## src/rtl/matrix_frame_controller.sv

```systemverilog
// 8x8 LED matrix sequencer: double-buffered frame store, row scan with blanking, 16-level PWM.
// Row/col decode purely from registers; bank swaps land only on the last cycle of row 7.
module matrix_frame_controller #(
  parameter int ROW_PERIOD   = 27000,
  parameter int BLANK_CYCLES = 64
) (
  input  logic       clk,
  input  logic       rst,
  input  logic       wr_valid,
  output logic       wr_ready,
  input  logic [2:0] wr_row,
  input  logic [7:0] wr_data,
  input  logic       swap_req,
  output logic       swap_done,
  input  logic [3:0] brightness,
  output logic       frame_start,
  output logic [7:0] row,
  output logic [7:0] col
);

  localparam int SW = $clog2(ROW_PERIOD);
  localparam logic [SW-1:0] SLOT_LAST = SW'(ROW_PERIOD - 1);
  localparam logic [SW-1:0] SLOT_BLANK = SW'(BLANK_CYCLES);

  logic [SW-1:0] slot_cnt_q, slot_cnt_d, slot_nxt;
  logic [2:0]    row_idx_q, row_idx_d;
  logic          front_sel_q, front_sel_d;
  logic          swap_pending_q, swap_pending_d;
  logic [3:0]    pwm_cnt_q, pwm_cnt_d;
  logic [3:0]    brightness_q, brightness_d;
  logic          swap_done_q, swap_done_d;
  logic          frame_start_q, frame_start_d;
  logic [7:0]    bank_q [2][8];
  logic [7:0]    bank_d [2][8];
  logic          slot_wrap, boundary, active;

  always_comb begin
    slot_wrap      = (slot_cnt_q == SLOT_LAST);
    boundary       = slot_wrap && (row_idx_q == 3'd7);
    slot_nxt       = slot_wrap ? '0 : slot_cnt_q + 1'b1;
    slot_cnt_d     = slot_nxt;
    row_idx_d      = slot_wrap ? row_idx_q + 3'd1 : row_idx_q;
    // pwm restarts at 0 on the first unblanked cycle of every slot
    pwm_cnt_d      = (slot_nxt <= SLOT_BLANK) ? 4'd0 : pwm_cnt_q + 4'd1;
    brightness_d   = boundary ? brightness : brightness_q;
    frame_start_d  = boundary;
    swap_done_d    = boundary && swap_pending_q;
    front_sel_d    = front_sel_q;
    swap_pending_d = swap_pending_q;
    if (boundary && swap_pending_q) begin
      front_sel_d    = ~front_sel_q;
      swap_pending_d = 1'b0;
    end else if (swap_req && !swap_pending_q) begin
      swap_pending_d = 1'b1;
    end
    bank_d = bank_q;
    if (wr_valid && !swap_pending_q) begin
      bank_d[~front_sel_q][wr_row] = wr_data;
    end
  end

  always_ff @(posedge clk or posedge rst) begin
    if (rst) begin
      slot_cnt_q     <= '0;
      row_idx_q      <= 3'd0;
      front_sel_q    <= 1'b0;
      swap_pending_q <= 1'b0;
      pwm_cnt_q      <= 4'd0;
      brightness_q   <= 4'd0;
      swap_done_q    <= 1'b0;
      frame_start_q  <= 1'b0;
      for (int b = 0; b < 2; b++) begin
        for (int r = 0; r < 8; r++) begin
          bank_q[b][r] <= 8'h00;
        end
      end
    end else begin
      slot_cnt_q     <= slot_cnt_d;
      row_idx_q      <= row_idx_d;
      front_sel_q    <= front_sel_d;
      swap_pending_q <= swap_pending_d;
      pwm_cnt_q      <= pwm_cnt_d;
      brightness_q   <= brightness_d;
      swap_done_q    <= swap_done_d;
      frame_start_q  <= frame_start_d;
      bank_q         <= bank_d;
    end
  end

  always_comb begin
    active      = (slot_cnt_q >= SLOT_BLANK);
    row         = active ? (8'b1 << row_idx_q) : 8'h00;
    col         = (active && (pwm_cnt_q < brightness_q)) ? bank_q[front_sel_q][row_idx_q] : 8'h00;
    wr_ready    = !swap_pending_q;
    swap_done   = swap_done_q;
    frame_start = frame_start_q;
  end

endmodule

```

## config.mk

```make
export PLATFORM = sky130hd
export DESIGN_NAME = matrix_frame_controller
export DESIGN_NICKNAME = d
export VERILOG_FILES = /design/src/rtl/matrix_frame_controller.sv
export SDC_FILE = /design/constraint.sdc
export NUM_CORES = 1
export LEC_CHECK = 0
export ABC_CLOCK_PERIOD_IN_PS = 4800
export CAP_MARGIN = 20
export CELL_PAD_IN_SITES_DETAIL_PLACEMENT = 0
export CELL_PAD_IN_SITES_GLOBAL_PLACEMENT = 1
export CORE_UTILIZATION = 46
export DETAILED_ROUTE_END_ITERATION = 8
export PLACE_DENSITY_LB_ADDON = 0.1
export SLEW_MARGIN = 20
export SYNTH_ARGS = -nofsm -noshare
export SYNTH_HDL_FRONTEND = slang
export SYNTH_SLANG_ARGS = --single-unit
```

## constraint.sdc

```tcl
create_clock -name clk -period 4.8 [get_ports clk]
set_clock_uncertainty 0.1 [all_clocks]
set_input_delay 0.48 -clock clk [delete_from_list [all_inputs] [get_ports clk]]
set_output_delay 0.48 -clock clk [all_outputs]
set_load 0.05 [all_outputs]
```

==> results of run 1 <==
## flip-flops by register name (all words and copies together), names as in the netlist
register,cells
brightness_q,4
pwm_cnt_q,4
swap_done,1
swap_pending_q,1
row_idx_q,3
bank_q,128
slot_cnt_q,15
frame_start,1
front_sel_q,1
## cell usage in the layout (no fill, tap or decap), types with 8 or more instances in the layout
cell type / count
clkdlybuf4s50_1: 37
buf_4: 10
mux2_2: 128
nor2b_1: 12
xnor2_1: 8
inv_1: 14
mux4_2: 39
dfrtp_1: 157
clkbuf_16: 17
xor2_1: 8
and3_1: 9
nand2_1: 24
ha_1: 12
nor2_1: 17
## how the worst max path moves through the flow
stage / startpoint / endpoint / cells after the start
after floorplan: row_idx_q[0] / col[6] / 6
after global placement: front_sel_q / col[5] / 5
after detailed placement: front_sel_q / col[5] / 5
after CTS: front_sel_q / col[5] / 5
after global routing: front_sel_q / col[5] / 5
final: front_sel_q / col[5] / 5
## cell families after synthesis
logic type,after synthesis,share of synthesized area
multiplexers,170,0.314
flip-flops,158,0.529
AND/OR/NAND/NOR,98,0.0723
buffers and inverters,43,0.0241
AO/OA/AOI/OAI,24,0.0214
XOR/XNOR,16,0.0187
adder cells (fa/ha/maj),12,0.0201
## final cells by class
cell class / count / area, um2
flip-flops and latches: 158 / 3960
repair buffers: 48 / 465
multi-input cells: 320 / 3350
inverters: 15 / 60.1
fillers: 1300 / 7200
clock buffers: 18 / 429
clock inverters: 14 / 156
well taps: 216 / 270
## power by group through the flow
stage | Combinational (uW) | Clock [uW] | Sequential [uW]
2_1_floorplan | 39.9 | 0 | 1370
3_3_place_gp | 73.2 | 0 | 1370
3_5_place_dp | 75.6 | 0 | 1370
4_1_cts | 75.7 | 1370 | 1350
5_1_grt | 82.6 | 1430 | 1350
6_report | 73.0 | 1350 | 1350
## per-stage QoR
stage	hold WS (ns)	std cells
after global routing	0.411	789
final	0.397	789
after CTS	0.402	789
after detailed placement	0.378	757
after global placement	0.378	757
after floorplan	0.354	521
## routing by layer
| metal | global-route usage | routed length [um] | vias up |
|---|---|---|---|
| met5 | 0 | 0 | - |
| met4 | 0.0978 | 433 | 0 |
| met3 | 0.0434 | 450 | 33 |
| met2 | 0.380 | 8690 | 84 |
| met1 | 0.289 | 7600 | 2330 |
| li1 | - | - | 1991 |
## worst register-to-register path, cell delays in order (launching register included)
cell	delay (ns)
dfrtp_2	1.05
nand3_1	0.30
nor2_1	0.93
mux2_2	0.43
==> metrics.csv, run 1 <==
stage,metric,value,unit
global_route,antenna_found_initial,0,
power,power.density,319,nW/um2
floorplan,boundaryPins,38,
placed_design,io_buffers,37,
routing,antenna_left,0,
global_route,grt_pass1_wl,27000,um
worst_setup_path,slowest_delay,1.05,ns
yosys,yosys.area.top_type,dfrtp_1,
sta,setup_ws,0.626,ns
clocking,clk_pin_slew_worst_paths,0.07,ns
routing,drt-initial-drc-count,240,
sta,slew_viol_final,0,
worst_setup_path,cp-end-kind,output port,
routing,via_per_inst,5.62,
placed_design,post-place-ws,1.03,ns
clocking,cts.repair.resized,0,
sta,relSlewSlack,0.237,
worst_setup_path,worstReg2RegEnd,bank_q[69],
worst_setup_path,worstPathRequired,4.22,ns
placed_design,finalWeightedCongestion,0.812,
floorplan,core,15900,um2
routing,first_pass_iters,4,
yosys,synth_area_leaders,"dfrtp_1, mux2_2, mux4_2",
worst_setup_path,cp_data_arrival_time,3.59,ns
yosys,synth.most_common_cell,dfrtp_1,
outcome,outcome,finished clean,
sta,hold_viol,0,
clocking,cts.sinks,158,
sta,rsz0062_at_grt,no,
cells_and_area,n_antenna_cell,0,
run,drv_cap,0,
routing,route.detailed.drc,0,
clocking,cts_tree,done,
cells_and_area,fin_area,8690,um2
yosys,synth_seq_cells,158,
yosys,syn_inst,521,
power,p_comb_frac,0.026,
global_route,overflow,0,
routing,via_count,4438,
yosys,syn_nets,552,
worst_setup_path,regToRegStartpoint,front_sel_q,
yosys,syn_avg_cell_area,14.3,um2
sta,worst_slew_pin_slew,1.14,ns
yosys,synth_top_area_share,0.529,
cells_and_area,utilization,0.547,
sta,max_freq,240,MHz
power,p_total,2770,uW
yosys,yosysWarnings,0,
placed_design,dpl-instance-area,8100,um2
clocking,clock_path_buffers,2,
worst_setup_path,critPathSlowestCell,dfrtp_2,
clocking,clockRootBuffer,clkbuf_16,
yosys,synth_flop_cell,dfrtp_1,
worst_setup_path,start_kind,flop,
worst_setup_path,r2r_setup_slack,1.87,ns
cells_and_area,nets,591,
power,ir_drop,0.244,mV
sta,tns,0,ns
worst_setup_path,path_max_fanout,33,
floorplan,rows,46,
hold_path,min_path_type,flop to flop,
routing,routedWlPerCell,21.8,um
worst_setup_path,crit_top_cell,mux4_2,
yosys,async_flop_share,1.00,
floorplan,die_h,129,um
routing,finalWirelength,17200,um
global_route,grt_usage,0.227,
power,p_seq_frac,0.487,
clocking,cts.htree.levels,4,
power,p_leak,0.00403,uW
clocking,post-cts-setup-buffers,0,
sta,finalSetupViolCount,0,
global_route,grt_max_degree,79,
hold_path,min_path_cells,1,
yosys,synth_common_cells,"dfrtp_1, mux2_2, mux4_2",
floorplan,start_util,0.471,
global_route,grt_pass1_vias,4664,
clocking,clkLatencyLatePin,0.42,ns
power,switchingPower,622,uW
yosys,syn-cell-area,7480,um2
worst_setup_path,cp_top_family,flip-flops,
worst_setup_path,critPathKind,flop to output port,
yosys,seq_area_frac_synth,0.529,
power,sw_frac_of_total,0.225,
power,clkPwrFrac,0.486,
cells_and_area,drive_gt1_frac,0.377,
sta,period_minus_slack,4.17,ns
cells_and_area,syn2layout_area_growth,16.2,%
clocking,cts_buffers,17,
floorplan,chipWidth,129,um
floorplan,dieArea,16800,um2
yosys,ys_types,45,
clocking,ctsHoldBuffers,0,
yosys,synth_enable_flop_cells,0,
power,p_int,2140,uW
hold_path,whs_endpoint,brightness_q[0],
placed_design,hpwlAfterDp,10700,um
worst_setup_path,critical_path.cell_chain,buf_4 > mux4_2 > mux4_2 > nor2b_1 > clkdlybuf4s50_1,
worst_setup_path,worstRegToRegCells,3,
hold_path,hold_start,brightness_q[0],
worst_setup_path,crit_buf_inv,2,
sta,finalCritPeriodShare,0.869,
Power figures use the tool's default switching activity.
==> run 2, diff against run 1 <==
--- a/config.mk
+++ b/config.mk
@@ -6,7 +6,6 @@
 export NUM_CORES = 1
 export LEC_CHECK = 0
 export ABC_CLOCK_PERIOD_IN_PS = 4800
-export CAP_MARGIN = 20
 export CELL_PAD_IN_SITES_DETAIL_PLACEMENT = 0
 export CELL_PAD_IN_SITES_GLOBAL_PLACEMENT = 1
 export CORE_UTILIZATION = 46
==> results of run 2 <==
No change in the layout: final DEF, timing and power equal those of run 1.
==> run 3, diff against run 2 <==
--- a/config.mk
+++ b/config.mk
@@ -8,6 +8,7 @@
 export ABC_CLOCK_PERIOD_IN_PS = 4800
 export CELL_PAD_IN_SITES_DETAIL_PLACEMENT = 0
 export CELL_PAD_IN_SITES_GLOBAL_PLACEMENT = 1
+export CORE_ASPECT_RATIO = 0.7
 export CORE_UTILIZATION = 46
 export DETAILED_ROUTE_END_ITERATION = 8
 export PLACE_DENSITY_LB_ADDON = 0.1
==> metrics.csv, run 3 (synthesis gave the netlist of run 1 again) <==
stage,metric,value,unit,change
global_route,grt_usage,0.230,,was 0.227
worst_setup_path,cp_data_arrival_time,3.50,ns,was 3.59 ns
placed_design,dp.cells,735,,was 757
cells_and_area,n_antenna_cell,0,,unchanged
clocking,post-cts-setup-buffers,0,,unchanged
power,ir_drop,0.168,mV,was 0.244 mV
power,power.density,323,nW/um2,was 319 nW/um2
sta,period_minus_slack,4.08,ns,was 4.17 ns
cells_and_area,drive_gt1_frac,0.370,,was 0.377
placed_design,io_buffers,37,,unchanged
cells_and_area,syn2layout_area_growth,15.3,%,was 16.2%
sta,setup_ws,0.717,ns,was 0.626 ns
global_route,antenna_found_initial,0,,unchanged
routing,route.detailed.drc,0,,unchanged
routing,drt-initial-drc-count,248,,was 240
power,p_leak,0.00400,uW,was 0.00403 uW
power,clkPwrFrac,0.488,,was 0.486
sta,max_freq,245,MHz,was 240 MHz
routing,finalWirelength,17500,um,"was 17,200 um"
floorplan,core,15700,um2,"was 15,900 um2"
worst_setup_path,critPathKind,flop to output port,,unchanged
hold_path,whs_endpoint,brightness_q[0],,unchanged
floorplan,boundaryPins,38,,unchanged
global_route,grt_pass1_wl,27700,um,"was 27,000 um"
sta,slew_viol_final,0,,unchanged
global_route,grt_max_degree,122,,was 79
sta,finalSetupViolCount,0,,unchanged
worst_setup_path,r2r_setup_slack,1.82,ns,was 1.87 ns
clocking,cts.htree.levels,4,,unchanged
sta,finalCritPeriodShare,0.851,,was 0.869
cells_and_area,multi_input_area,3340,um2,was 3350 um2
sta,relSlewSlack,0.336,,was 0.237
worst_setup_path,start_kind,flop,,unchanged
clocking,cts.sinks,158,,unchanged
cells_and_area,instances_no_fill,767,,was 789
cells_and_area,fill_cells,1287,,"was 1,300"
routing,routedWlPerCell,22.8,um,was 21.8 um
clocking,clkLatencyLatePin,0.43,ns,was 0.42 ns
power,p_int,2160,uW,was 2140 uW
clocking,cts.repair.resized,0,,unchanged
placed_design,post-place-ws,1.13,ns,was 1.03 ns
sta,holdWs,0.385,ns,was 0.397 ns
cells_and_area,regMostFlops,bank_q,,unchanged
hold_path,hold_start,brightness_q[0],,unchanged
sta,tns,0,ns,unchanged
clocking,clk_pin_slew_worst_paths,0.06,ns,was 0.07 ns
sta,rsz0062_at_grt,no,,unchanged
worst_setup_path,worstRegToRegCells,4,,was 3
hold_path,min_path_type,flop to flop,,unchanged
clocking,ctsHoldBuffers,0,,unchanged
routing,first_pass_iters,4,,unchanged
clocking,clockRootBuffer,clkbuf_16,,unchanged
global_route,grt_pass1_vias,4507,,"was 4,664"
run,drv_cap,0,,unchanged
worst_setup_path,cp-end-kind,output port,,unchanged
placed_design,hpwlAfterDp,11500,um,"was 10,700 um"
floorplan,rows,38,,was 46
floorplan,dieArea,16800,um2,about the same
worst_setup_path,regToRegStartpoint,front_sel_q,,unchanged
cells_and_area,layout_commonest_cell,dfrtp_1,,unchanged
power,sw_frac_of_total,0.223,,was 0.225
hold_path,min_path_cells,1,,unchanged
cells_and_area,nets,585,,was 591
clocking,cts_buffers,17,,unchanged
cells_and_area,largest_reg_flops,128,,unchanged
power,p_comb_frac,0.027,,was 0.026
sta,worst_slew_pin_slew,0.994,ns,was 1.14 ns
floorplan,start_util,0.476,,was 0.471
global_route,overflow,0,,unchanged
worst_setup_path,worstPathRequired,4.22,ns,about the same
clocking,clock_path_buffers,2,,unchanged
cells_and_area,top_regs,"bank_q (128), slot_cnt_q (15)",,unchanged
routing,via_per_inst,5.72,,was 5.62
clocking,cts_tree,done,,unchanged
cells_and_area,final_cell_mix,"dfrtp_1, mux2_2, mux4_2",,unchanged
sta,hold_viol,0,,unchanged
floorplan,chipWidth,154,um,was 129 um
placed_design,finalWeightedCongestion,0.827,,was 0.812
power,switchingPower,622,uW,about the same
worst_setup_path,worstReg2RegEnd,bank_q[101],,was bank_q[69]
worst_setup_path,path_max_fanout,26,,was 33
floorplan,die_h,109,um,was 129 um
power,p_seq_frac,0.485,,was 0.487
cells_and_area,regArea,3960,um2,unchanged
outcome,outcome,finished clean,,unchanged
routing,antenna_left,0,,unchanged
routing,via_count,4391,,"was 4,438"
[run 3: cell count changes in the layout (fill, tap and decap cells not counted)]
cell	change
inv_8	-1
clkbuf_8	+2
clkinv_4	+2
clkinvlp_4	+2
clkinv_2	-1
buf_4	-6
nor4_4	-1
nor4_2	+1
inv_6	-4
[run 3: per-stage QoR]
step | instance area, um2 | power (uW) | utilization
final | 8620 | 2790 | 0.550
after global routing | 8620 | 2870 | 0.550
after CTS | 8620 | 2810 | 0.550
after detailed placement | 8030 | 1450 | 0.512
after global placement | 8030 | 1450 | 0.512
after floorplan | 7480 | 1410 | -
[run 3: critical path: stages (launching register included)]
cell and delay (ns):
dfrtp_2 0.97, buf_4 0.37, mux4_2 0.37, mux4_2 0.48, nor2b_1 0.15, clkdlybuf4s50_1 0.74
[run 3: metal layers]
metal | track usage | up-vias | wire length (um)
met1 | 0.363 | 2308 | 9110
met5 | 0 | - | 0
met3 | 0.0497 | 10 | 946
met2 | 0.313 | 102 | 7340
li1 | - | 1971 | -
met4 | 0.0743 | 0 | 108
[run 3: worst max path at each step]
stage / slack [ns] / start / endpoint / cells past startpoint
after floorplan: 1.58 / row_idx_q[0] / col[6] / 6
after global placement: 1.15 / front_sel_q / col[2] / 5
after detailed placement: 1.13 / front_sel_q / col[2] / 5
after CTS: 0.66 / front_sel_q / col[2] / 5
after global routing: 0.56 / front_sel_q / col[2] / 5
final: 0.72 / front_sel_q / col[2] / 5
[run 3: power groups by stage]
stage	registers (uW)	logic, uW	clock network [uW]
3_3_place_gp	1370	74.7	0
6_report	1350	75.7	1360
2_1_floorplan	1370	39.9	0
5_1_grt	1350	85.3	1430
3_5_place_dp	1370	77.2	0
4_1_cts	1350	77.6	1390
[run 3: area by class of cell]
type	instances	share of cell area
clock buffers	20	0.0530
clock inverters	12	0.0160
inverters	15	0.00697
multi-input cells	320	0.388
flip-flops and latches	158	0.459
well taps	200	0.0290
repair buffers	42	0.0488
